<file path="src/rtl/eth_rx_deser_if.sv">
// RMII receive-side bundle: dibit/carrier inputs from the pins and the
// byte-strobe / frame-status outputs toward the rx packet consumer.
interface eth_rx_deser_if;
  logic [1:0]  Rxd;
  logic        Crs_Dv;
  logic [7:0]  Eth_Byte;
  logic        Eth_Byte_Valid;
  logic        Eth_Frame_Done;
  logic [10:0] Eth_Frame_Len;
  logic        Eth_Crc_Good;
  logic        Eth_Frame_Err;

  // Deserializer side: consumes the pins, produces the byte stream.
  modport slave (
    input  Rxd,
    input  Crs_Dv,
    output Eth_Byte,
    output Eth_Byte_Valid,
    output Eth_Frame_Done,
    output Eth_Frame_Len,
    output Eth_Crc_Good,
    output Eth_Frame_Err
  );

  // PHY/consumer side: drives the pins, observes the byte stream.
  modport master (
    output Rxd,
    output Crs_Dv,
    input  Eth_Byte,
    input  Eth_Byte_Valid,
    input  Eth_Frame_Done,
    input  Eth_Frame_Len,
    input  Eth_Crc_Good,
    input  Eth_Frame_Err
  );
endinterface

</file>
<file path="src/rtl/eth_rx_deser.sv">
// RMII receive deserializer: preamble/SFD detection, LSB-first dibit to byte
// assembly, running CRC-32 residue check and per-frame status pulse.
module eth_rx_deser #(
  parameter int MIN_PREAMBLE_DIBITS = 4,
  parameter int MIN_BYTES           = 64,
  parameter int MAX_BYTES           = 1522
) (
  input  logic            Clk,
  input  logic            Rst,
  eth_rx_deser_if.slave   bus
);

  localparam logic [31:0] CRC_INIT    = 32'hFFFF_FFFF;
  localparam logic [31:0] CRC_POLY    = 32'hEDB8_8320;
  localparam logic [31:0] CRC_RESIDUE = 32'hDEBB_20E3;
  // One spare bit so the saturating count can always reach the threshold.
  localparam int          PW          = $clog2(MIN_PREAMBLE_DIBITS + 1) + 1;
  localparam logic [PW-1:0] PRE_MIN   = PW'(MIN_PREAMBLE_DIBITS);
  localparam logic [PW-1:0] PRE_SAT   = {PW{1'b1}};
  localparam logic [10:0] LEN_SAT     = 11'h7FF;
  localparam logic [10:0] LEN_MIN     = 11'(MIN_BYTES);
  localparam logic [10:0] LEN_MAX     = 11'(MAX_BYTES);

  typedef enum logic [2:0] {
    ST_DROP,
    ST_IDLE,
    ST_PREAMBLE,
    ST_DATA,
    ST_END
  } state_t;

  state_t        state_q;
  logic [PW-1:0] pre_cnt_q;
  logic [1:0]    idx_q;
  logic [7:0]    shift_q;
  logic [10:0]   len_q;
  logic [31:0]   crc_q;
  logic [31:0]   crc_d;

  logic [7:0]    byte_q;
  logic          byte_valid_q;
  logic          done_q;
  logic [10:0]   frame_len_q;
  logic          crc_good_q;
  logic          frame_err_q;

  // One bit-serial step of the reflected CRC-32.
  function automatic logic [31:0] crc_step(input logic [31:0] c, input logic b);
    crc_step = (c >> 1) ^ (((c[0] ^ b) == 1'b1) ? CRC_POLY : 32'h0);
  endfunction

  // CRC after absorbing this cycle's dibit, earlier bit Rxd[0] first.
  always_comb begin
    crc_d = crc_step(crc_step(crc_q, bus.Rxd[0]), bus.Rxd[1]);
  end

  // Frame FSM with all outputs registered; strobes default low every cycle.
  always_ff @(posedge Clk) begin
    if (Rst) begin
      state_q      <= ST_DROP;
      pre_cnt_q    <= '0;
      idx_q        <= 2'd0;
      shift_q      <= 8'h00;
      len_q        <= 11'd0;
      crc_q        <= CRC_INIT;
      byte_q       <= 8'h00;
      byte_valid_q <= 1'b0;
      done_q       <= 1'b0;
      frame_len_q  <= 11'd0;
      crc_good_q   <= 1'b0;
      frame_err_q  <= 1'b0;
    end else begin
      byte_valid_q <= 1'b0;
      done_q       <= 1'b0;
      unique case (state_q)
        // Wait out the rest of a rejected or interrupted carrier.
        ST_DROP: begin
          if (!bus.Crs_Dv) state_q <= ST_IDLE;
        end
        ST_IDLE: begin
          if (bus.Crs_Dv) begin
            if (bus.Rxd == 2'b01) begin
              state_q   <= ST_PREAMBLE;
              pre_cnt_q <= PW'(1);
            end else if (bus.Rxd[1]) begin
              state_q <= ST_DROP;
            end
          end
        end
        ST_PREAMBLE: begin
          if (!bus.Crs_Dv) begin
            state_q <= ST_IDLE;
          end else begin
            case (bus.Rxd)
              2'b01: begin
                if (pre_cnt_q != PRE_SAT) pre_cnt_q <= pre_cnt_q + PW'(1);
              end
              2'b11: begin
                if (pre_cnt_q >= PRE_MIN) begin
                  state_q <= ST_DATA;
                  crc_q   <= CRC_INIT;
                  idx_q   <= 2'd0;
                  len_q   <= 11'd0;
                end else begin
                  state_q <= ST_DROP;
                end
              end
              default: state_q <= ST_DROP;
            endcase
          end
        end
        ST_DATA: begin
          if (bus.Crs_Dv) begin
            shift_q[{idx_q, 1'b0} +: 2] <= bus.Rxd;
            crc_q <= crc_d;
            idx_q <= idx_q + 2'd1;
            if (idx_q == 2'd3) begin
              // Oversize bytes still count toward the length but are not shown.
              if (len_q < LEN_MAX) begin
                byte_q       <= {bus.Rxd, shift_q[5:0]};
                byte_valid_q <= 1'b1;
              end
              if (len_q != LEN_SAT) len_q <= len_q + 11'd1;
            end
          end else begin
            // Carrier gone: status is latched now so Done lands in END.
            state_q     <= ST_END;
            done_q      <= 1'b1;
            frame_len_q <= len_q;
            crc_good_q  <= (crc_q == CRC_RESIDUE);
            frame_err_q <= (idx_q != 2'd0) || (len_q < LEN_MIN) || (len_q > LEN_MAX);
          end
        end
        // The END cycle absorbs the one-cycle interframe gap.
        ST_END: begin
          state_q <= ST_IDLE;
        end
        default: state_q <= ST_DROP;
      endcase
    end
  end

  assign bus.Eth_Byte       = byte_q;
  assign bus.Eth_Byte_Valid = byte_valid_q;
  assign bus.Eth_Frame_Done = done_q;
  assign bus.Eth_Frame_Len  = frame_len_q;
  assign bus.Eth_Crc_Good   = crc_good_q;
  assign bus.Eth_Frame_Err  = frame_err_q;

endmodule

</file>
<file path="src/flat_wrapper.sv">
// flat-port wrapper written by rule: the top's interface ports become plain ports
module eth_rx_deser_flat 
#(
  parameter int MIN_PREAMBLE_DIBITS = 4,
  parameter int MIN_BYTES           = 64,
  parameter int MAX_BYTES           = 1522
)
  (Clk, Rst, bus_Rxd, bus_Crs_Dv, bus_Eth_Byte, bus_Eth_Byte_Valid, bus_Eth_Frame_Done, bus_Eth_Frame_Len, bus_Eth_Crc_Good, bus_Eth_Frame_Err);
  eth_rx_deser_if bus_i ();
  input  logic Clk;
  input  logic Rst;
  input wire logic [$bits(bus_i.Rxd)-1:0] bus_Rxd;
  input wire logic [$bits(bus_i.Crs_Dv)-1:0] bus_Crs_Dv;
  output wire logic [$bits(bus_i.Eth_Byte)-1:0] bus_Eth_Byte;
  output wire logic [$bits(bus_i.Eth_Byte_Valid)-1:0] bus_Eth_Byte_Valid;
  output wire logic [$bits(bus_i.Eth_Frame_Done)-1:0] bus_Eth_Frame_Done;
  output wire logic [$bits(bus_i.Eth_Frame_Len)-1:0] bus_Eth_Frame_Len;
  output wire logic [$bits(bus_i.Eth_Crc_Good)-1:0] bus_Eth_Crc_Good;
  output wire logic [$bits(bus_i.Eth_Frame_Err)-1:0] bus_Eth_Frame_Err;
  assign bus_i.Rxd = bus_Rxd;
  assign bus_i.Crs_Dv = bus_Crs_Dv;
  assign bus_Eth_Byte = bus_i.Eth_Byte;
  assign bus_Eth_Byte_Valid = bus_i.Eth_Byte_Valid;
  assign bus_Eth_Frame_Done = bus_i.Eth_Frame_Done;
  assign bus_Eth_Frame_Len = bus_i.Eth_Frame_Len;
  assign bus_Eth_Crc_Good = bus_i.Eth_Crc_Good;
  assign bus_Eth_Frame_Err = bus_i.Eth_Frame_Err;
  eth_rx_deser #(.MIN_PREAMBLE_DIBITS(MIN_PREAMBLE_DIBITS), .MIN_BYTES(MIN_BYTES), .MAX_BYTES(MAX_BYTES)) u_core (.Clk(Clk), .Rst(Rst), .bus(bus_i));
endmodule
</file>
<file path="config.mk">
export PLATFORM = sky130hd
export DESIGN_NAME = eth_rx_deser_flat
export DESIGN_NICKNAME = d
export VERILOG_FILES = /design/src/rtl/eth_rx_deser_if.sv /design/src/rtl/eth_rx_deser.sv /design/src/flat_wrapper.sv
export SDC_FILE = /design/constraint.sdc
export NUM_CORES = 1
export LEC_CHECK = 0
export CAP_MARGIN = 5
export CORE_MARGIN = 1
export CORE_UTILIZATION = 53
export DETAILED_ROUTE_END_ITERATION = 16
export PLACE_DENSITY = 0.76
export SKIP_CTS_REPAIR_TIMING = 1
export SLEW_MARGIN = 10
export SYNTH_ARGS = -nofsm -noshare
export SYNTH_HDL_FRONTEND = slang
export SYNTH_SLANG_ARGS = --single-unit
</file>
<file path="constraint.sdc">
create_clock -name Clk -period 1.5 [get_ports Clk]
set_input_delay 0.375 -clock Clk [delete_from_list [all_inputs] [get_ports Clk]]
set_output_delay 0.375 -clock Clk [all_outputs]
set_load 0.01 [all_outputs]
</file>
==> results of run 1 <==
==> cells by family after synthesis <==
group / count (synthesis)
AND/OR/NAND/NOR: 196
AO/OA/AOI/OAI: 120
flip-flops: 81
buffers and inverters: 44
XOR/XNOR: 23
adder cells (fa/ha/maj): 7
multiplexers: 1
==> sequential cells by signal, summed over array words and instances (netlist names) <==
name and flops:
u_core.shift_q 6, u_core.bus.Eth_Frame_Done 1, u_core.bus.Eth_Byte_Valid 1, u_core.crc_q 32
u_core.idx_q 2, u_core.state_q 3, u_core.bus.Eth_Byte 8, u_core.bus.Eth_Crc_Good 1
u_core.len_q 11, u_core.bus.Eth_Frame_Len 11, u_core.bus.Eth_Frame_Err 1, u_core.pre_cnt_q 4
==> stage by stage <==
step                      setup TNS, ns  util (%)
after floorplan                -0.00910         -
after global placement           -36.70      66.5
after detailed placement         -38.88      66.5
after CTS                        -11.46      69.4
after global routing              -3.59      76.9
final                             -1.66      76.9
==> metal layers <==
metal / global-route usage (%) / vias up
met5: 0 / -
met4: 11.2 / 0
met3: 4.19 / 36
met2: 43.1 / 150
met1: 32.8 / 1929
li1: - / 1916
==> tightest hold or removal path, stage by stage (launching register included) <==
cell	delay [ns]
dfxtp_1	0.32
nand2_1	0.05
a21oi_1	0.05
==> layout by cell type (no fill, tap or decap), types with 5 or more instances in the layout <==
cell            count
a211oi_1            8
a21o_1             12
a21oi_1            33
a21oi_2             9
buf_12              5
buf_4              72
buf_6               7
clkbuf_8            9
dfxtp_1            63
dfxtp_2            16
dlymetal6s2s_1     26
inv_1               9
nand2_1            40
nand2b_1           26
nand2b_4            7
nand3_1            16
nand4_1            23
nor2_1             12
nor3_1              7
nor3_2              6
o21ai_0             7
o21ai_1            14
o21ai_2             6
or3_1              13
xnor2_1             7
xnor3_1            13
==> layout make-up <==
class	instances	area (µm²)	area share [%]
clock buffers	10	128	2.16
flip-flops and latches	81	1650	27.9
inverters	10	37.5	0.635
multi-input cells	347	2730	46.1
repair buffers	117	1150	19.4
clock inverters	6	92.6	1.57
well taps	102	128	2.16
==> power by group through the flow <==
stage,clock [mW],combinational (mW),sequential [mW]
floorplan,0,0.229,2.21
global placement,0,0.323,2.22
detailed placement,0,0.330,2.22
CTS,1.80,0.332,2.17
global route,1.91,0.386,2.18
finish,1.80,0.364,2.18
==> final timing paths <==
check                                 to  slack (ns)                         from
min reg2reg  u_core.bus.Eth_Frame_Len[7]        0.46  u_core.bus.Eth_Frame_Len[7]
max reg2reg             u_core.crc_q[11]       -0.11          u_core.pre_cnt_q[2]
min          u_core.bus.Eth_Frame_Len[7]        0.46  u_core.bus.Eth_Frame_Len[7]
max                     u_core.crc_q[11]       -0.11          u_core.pre_cnt_q[2]
==> impl_metrics.env, run 1 <==
export IMPL_status="finished, violations left"
export IMPL_failed_checks="setup timing"
export IMPL_worst_pin_slew_ns=0.438
export IMPL_synthFlopType="dfxtp_1"
export IMPL_clkPwrFrac_pct=41.5
export IMPL_port_buffer_count=27
export IMPL_finalCriticalPeriod_ns=1.61
export IMPL_dieArea_um2=8310
export IMPL_clock_path_buffers=2
export IMPL_slowest_stage="dfxtp_2"
export IMPL_relSlewSlack_pct=70.5
export IMPL_synth_cell_types=67
export IMPL_synth_top_area_share_pct=38.5
export IMPL_instances_no_fill=673
export IMPL_wire_per_inst_um=17.6
export IMPL_overflow=0
export IMPL_hold_class="reg2reg"
export IMPL_reg2regPathDepth=6
export IMPL_fin_total_pwr_mw=4.34
export IMPL_fillers=525
export IMPL_met3_length_um=483
export IMPL_seq_area_frac_synth_pct=38.5
export IMPL_viasPerCell=5.99
export IMPL_fin_skew_ns=0.0146
export IMPL_synth_edff_count=0
export IMPL_htree_levels=3
export IMPL_nets=578
export IMPL_cp_num_cells=6
export IMPL_dp_slack_ns=-0.624
export IMPL_gp_congestion=0.839
export IMPL_synth_most_common_cell="dfxtp_1"
export IMPL_final_layout_size_suffix_gt1_share_pct=34.3
export IMPL_cts_num_sinks=81
export IMPL_synth_compound_area_share_pct=18.5
export IMPL_synth_simple_area_share_pct=26.8
export IMPL_clkTransAtPathRegs_ns=0.10
export IMPL_cp_data_required_time_ns=1.76
export IMPL_crit_path_cell_trace="o211a_4 > o211ai_4 > clkbuf_16 > buf_8 > nand2b_1 > a21o_1"
export IMPL_ioPinCount=28
export IMPL_syn_area_um2=4210
export IMPL_ir_drop_v=0.000553
export IMPL_cp_max_fo=8
export IMPL_antenna_cells=0
export IMPL_start_util_pct=54.8
export IMPL_die_height_um=91.2
export IMPL_startpoint_type="register"
export IMPL_dpl_cell_count=645
export IMPL_p_leak_nw=2.76
export IMPL_slowest_delay_ns=0.35
export IMPL_synthTopCellsByArea="dfxtp_1, xnor3_1, nand2b_1, a21oi_1, nand2_1"
export IMPL_grt_max_degree=32
export IMPL_synth_xor_area_share_pct=9.21
export IMPL_p_per_area_nw_per_um2=734
export IMPL_switchingPower_mw=1.07
export IMPL_synth_seq_cells=81
export IMPL_hpwl_um=7370
export IMPL_wl_met2_um=6140
export IMPL_critPathBufInv=2
export IMPL_root_buffer="clkbuf_8"
export IMPL_crit_arrival_ns=1.86
export IMPL_cap_violations=0
export IMPL_areaGrowthSynthToFinish_pct=40.3
export IMPL_crit_family="compound AO/OA/AOI/OAI gates"
export IMPL_cts_inserted_buffers=9
export IMPL_synth_commonest_cells="dfxtp_1, nand2_1, a21oi_1"
export IMPL_grt_first_pass_wirelength_um=17000
export IMPL_hold_viol_final=0
export IMPL_worstSetupEndpointType="register"
export IMPL_synth_top_family_by_area="simple AND/OR/NAND/NOR gates"
export IMPL_p_comb_share_pct=8.4
export IMPL_drtAntennaViolNets=0
export IMPL_finalCritPeriodShare_pct=107
export IMPL_worst_slack_ns=-0.107
export IMPL_holdWs_ns=0.456
export IMPL_drt_met1_wl_um=4850
export IMPL_fp_dieW_um=91.2
export IMPL_internal_power_mw=3.27
export IMPL_synthMuxAreaShare_pct=0.238
export IMPL_routed_wl_um=11900
export IMPL_placed_area_um2=5110
export IMPL_vias=4031
export IMPL_dr_pass1_iters=5
export IMPL_max_freq_mhz=622
export IMPL_setup_violations=30
export IMPL_switching_share_pct=24.7
export IMPL_core_um2=7690
export IMPL_synthAdderAreaFrac_pct=2.08
export IMPL_maxSlewViolCount=0
export IMPL_clkLatencyLatePin_ns=0.36
export IMPL_antenna_found_initial=0
export IMPL_dr_first_iter_drc_count=250
export IMPL_synth_area_leader_cell="dfxtp_1"
export IMPL_crit_type="reg2reg"
export IMPL_ys_warn_count=0
export IMPL_final_area_um2=5910
export IMPL_synthArstFlopShare_pct=0
export IMPL_grt_pass1_vias=3579
export IMPL_seq_power_share_pct=50.1
export IMPL_syn_num_nets=484
export IMPL_cts_tree="yes"
export IMPL_rsz0062_at_grt="yes"
export IMPL_avgSynthCellArea_um2=8.93
export IMPL_drc_errors=0
export IMPL_rows=32
export IMPL_hold_path_depth=2
export IMPL_netlist_instances=472
export IMPL_track_usage_pct=25.8
export IMPL_routed_top_layer="met4"
No activity file was read; power rests on OpenSTA's default activity.
==> run 2: changes to the inputs <==
--- a/config.mk
+++ b/config.mk
@@ -6,7 +6,6 @@
 export NUM_CORES = 1
 export LEC_CHECK = 0
 export CAP_MARGIN = 5
-export CORE_MARGIN = 1
 export CORE_UTILIZATION = 53
 export DETAILED_ROUTE_END_ITERATION = 16
 export PLACE_DENSITY = 0.76
==> results of run 2 <==
Same layout as run 1: the final DEF is identical, and so are final timing and power.
==> run 3: changes to the inputs <==
--- a/config.mk
+++ b/config.mk
@@ -6,9 +6,10 @@
 export NUM_CORES = 1
 export LEC_CHECK = 0
 export CAP_MARGIN = 5
-export CORE_UTILIZATION = 53
+export CORE_UTILIZATION = 57
 export DETAILED_ROUTE_END_ITERATION = 16
-export PLACE_DENSITY = 0.76
+export GPL_TIMING_DRIVEN = 0
+export PLACE_DENSITY = 0.77
 export SKIP_CTS_REPAIR_TIMING = 1
 export SLEW_MARGIN = 10
 export SYNTH_ARGS = -nofsm -noshare
==> constraint.sdc (replaced) <==
create_clock -name Clk -period 1.6 [get_ports Clk]
set_input_delay 0.4 -clock Clk [delete_from_list [all_inputs] [get_ports Clk]]
set_output_delay 0.4 -clock Clk [all_outputs]
set_load 0.01 [all_outputs]
==> impl_metrics.env, run 3 (synthesis gave the netlist of run 1 again) <==
export IMPL_p_leak_nw=2.34
export IMPL_gp_congestion=0.921
export IMPL_track_usage_pct=28.2
export IMPL_htree_levels=3
export IMPL_status="finished, violations left"
export IMPL_wire_per_inst_um=17.3
export IMPL_maxSlewViolCount=0
export IMPL_multi_input_area_um2=2590
export IMPL_dieArea_um2=7740
export IMPL_dp_slack_ns=-0.946
export IMPL_ir_drop_v=0.000472
export IMPL_cp_max_fo=8
export IMPL_cap_violations=0
export IMPL_final_common_cell="dfxtp_1"
export IMPL_final_layout_size_suffix_gt1_share_pct=20.3
export IMPL_final_cell_mix="dfxtp_1, nand2_1, a21oi_1"
export IMPL_p_per_area_nw_per_um2=737
export IMPL_dr_pass1_iters=5
export IMPL_cts_num_sinks=81
export IMPL_worst_slack_ns=-0.00591
export IMPL_grt_pass1_vias=3240
export IMPL_clkTransAtPathRegs_ns=0.09
export IMPL_final_seq_area_um2=1650
export IMPL_port_buffer_count=26
export IMPL_crit_arrival_ns=1.88
export IMPL_fin_skew_ns=0.0129
export IMPL_hold_viol_final=0
export IMPL_clkLatencyLatePin_ns=0.37
export IMPL_start_util_pct=60.3
export IMPL_startpoint_type="register"
export IMPL_fin_total_pwr_mw=3.82
export IMPL_drc_errors=0
export IMPL_finalCritPeriodShare_pct=100
export IMPL_antenna_cells=0
export IMPL_grt_first_pass_wirelength_um=16600
export IMPL_core_um2=6980
export IMPL_largest_reg_flops=32
export IMPL_die_height_um=88.0
export IMPL_hpwl_um=7050
export IMPL_instances_no_fill=617
export IMPL_cp_data_required_time_ns=1.87
export IMPL_fp_dieW_um=88.0
export IMPL_hold_class="reg2reg"
export IMPL_finalSetupTns_ns=-0.00591
export IMPL_relSlewSlack_pct=69.9
export IMPL_clock_path_buffers=2
export IMPL_areaGrowthSynthToFinish_pct=22.9
export IMPL_cts_tree="yes"
export IMPL_routed_wl_um=10700
export IMPL_vias=3751
export IMPL_viasPerCell=6.08
export IMPL_cts_inserted_buffers=9
export IMPL_largest_register="u_core.crc_q"
export IMPL_setup_violations=1
export IMPL_finalCriticalPeriod_ns=1.61
export IMPL_crit_type="reg2reg"
export IMPL_grt_max_degree=17
export IMPL_worstSetupEndpointType="register"
export IMPL_nets=528
export IMPL_dr_first_iter_drc_count=230
export IMPL_fillers=532
export IMPL_antenna_found_initial=0
export IMPL_failed_checks="setup timing"
export IMPL_max_freq_mhz=623
export IMPL_root_buffer="clkbuf_8"
export IMPL_ioPinCount=28
export IMPL_drtAntennaViolNets=0
export IMPL_rsz0062_at_grt="yes"
export IMPL_dpl_cell_count=594
export IMPL_worst_pin_slew_ns=0.447
export IMPL_overflow=0
export IMPL_rows=30
-- run 3: changes by cell type in the layout (fill, tap and decap cells not counted), sizes merged --
cell	delta
buf	-65
clkbuf	+14
inv	+4
bufinv	-2
clkinv	-2
clkdlybuf4s50	+1
clkinvlp	+1
dlymetal6s2s	-1
-- run 3: worst max-delay path, cell delays in order (launching register included) --
cell	delay, ns
dfxtp_2	0.37
and2b_4	0.30
o211ai_4	0.12
buf_2	0.19
or3_1	0.35
a21o_1	0.18
-- run 3: final timing paths --
kind                                    start                     endpoint  slack, ns  cells after the start
hold reg to reg   u_core.bus.Eth_Frame_Len[2]  u_core.bus.Eth_Frame_Len[2]       0.45                      2
setup reg to reg            u_core.state_q[2]              u_core.crc_q[6]     -0.006                      5
hold / removal    u_core.bus.Eth_Frame_Len[2]  u_core.bus.Eth_Frame_Len[2]       0.45                      2
setup / recovery            u_core.state_q[2]              u_core.crc_q[6]     -0.006                      5
-- run 3: per-stage QoR --
step                      utilization, %  hold slack (ns)  area (µm²)
final                               74.2            0.454        5180
after global placement              66.0            0.442        4610
after CTS                           68.7            0.458        4790
after global routing                74.2            0.472        5180
after detailed placement            66.0            0.445        4610
after floorplan                        -            0.432        4230
-- run 3: layout make-up --
type | instances | area share [%]
buffer | 31 | 3.91
timing repair buffer | 36 | 7.71
tap | 96 | 2.32
clock buffer | 9 | 2.39
sequential | 81 | 31.8
clock inverter | 7 | 1.16
inverter | 10 | 0.725
multi-input combinational | 347 | 50.0
-- run 3: metal layers --
| metal | share of wire (%) | vias to the layer above | global-route usage [%] | wire [µm] |
|---|---|---|---|---|
| met4 | 1.5 | 0 | 10.6 | 164 |
| met3 | 6.3 | 16 | 4.15 | 669 |
| li1 | - | 1803 | - | - |
| met5 | 0 | - | 0 | 0 |
| met1 | 46 | 1807 | 41.4 | 4910 |
| met2 | 46 | 125 | 41.6 | 4950 |
-- run 3: power by group --
part           leakage [nW]  internal, mW  total [mW]  switching (mW)
registers             0.658          2.02        2.03          0.0133
logic                  1.60         0.140       0.333           0.193
clock network        0.0848         0.591        1.45           0.863
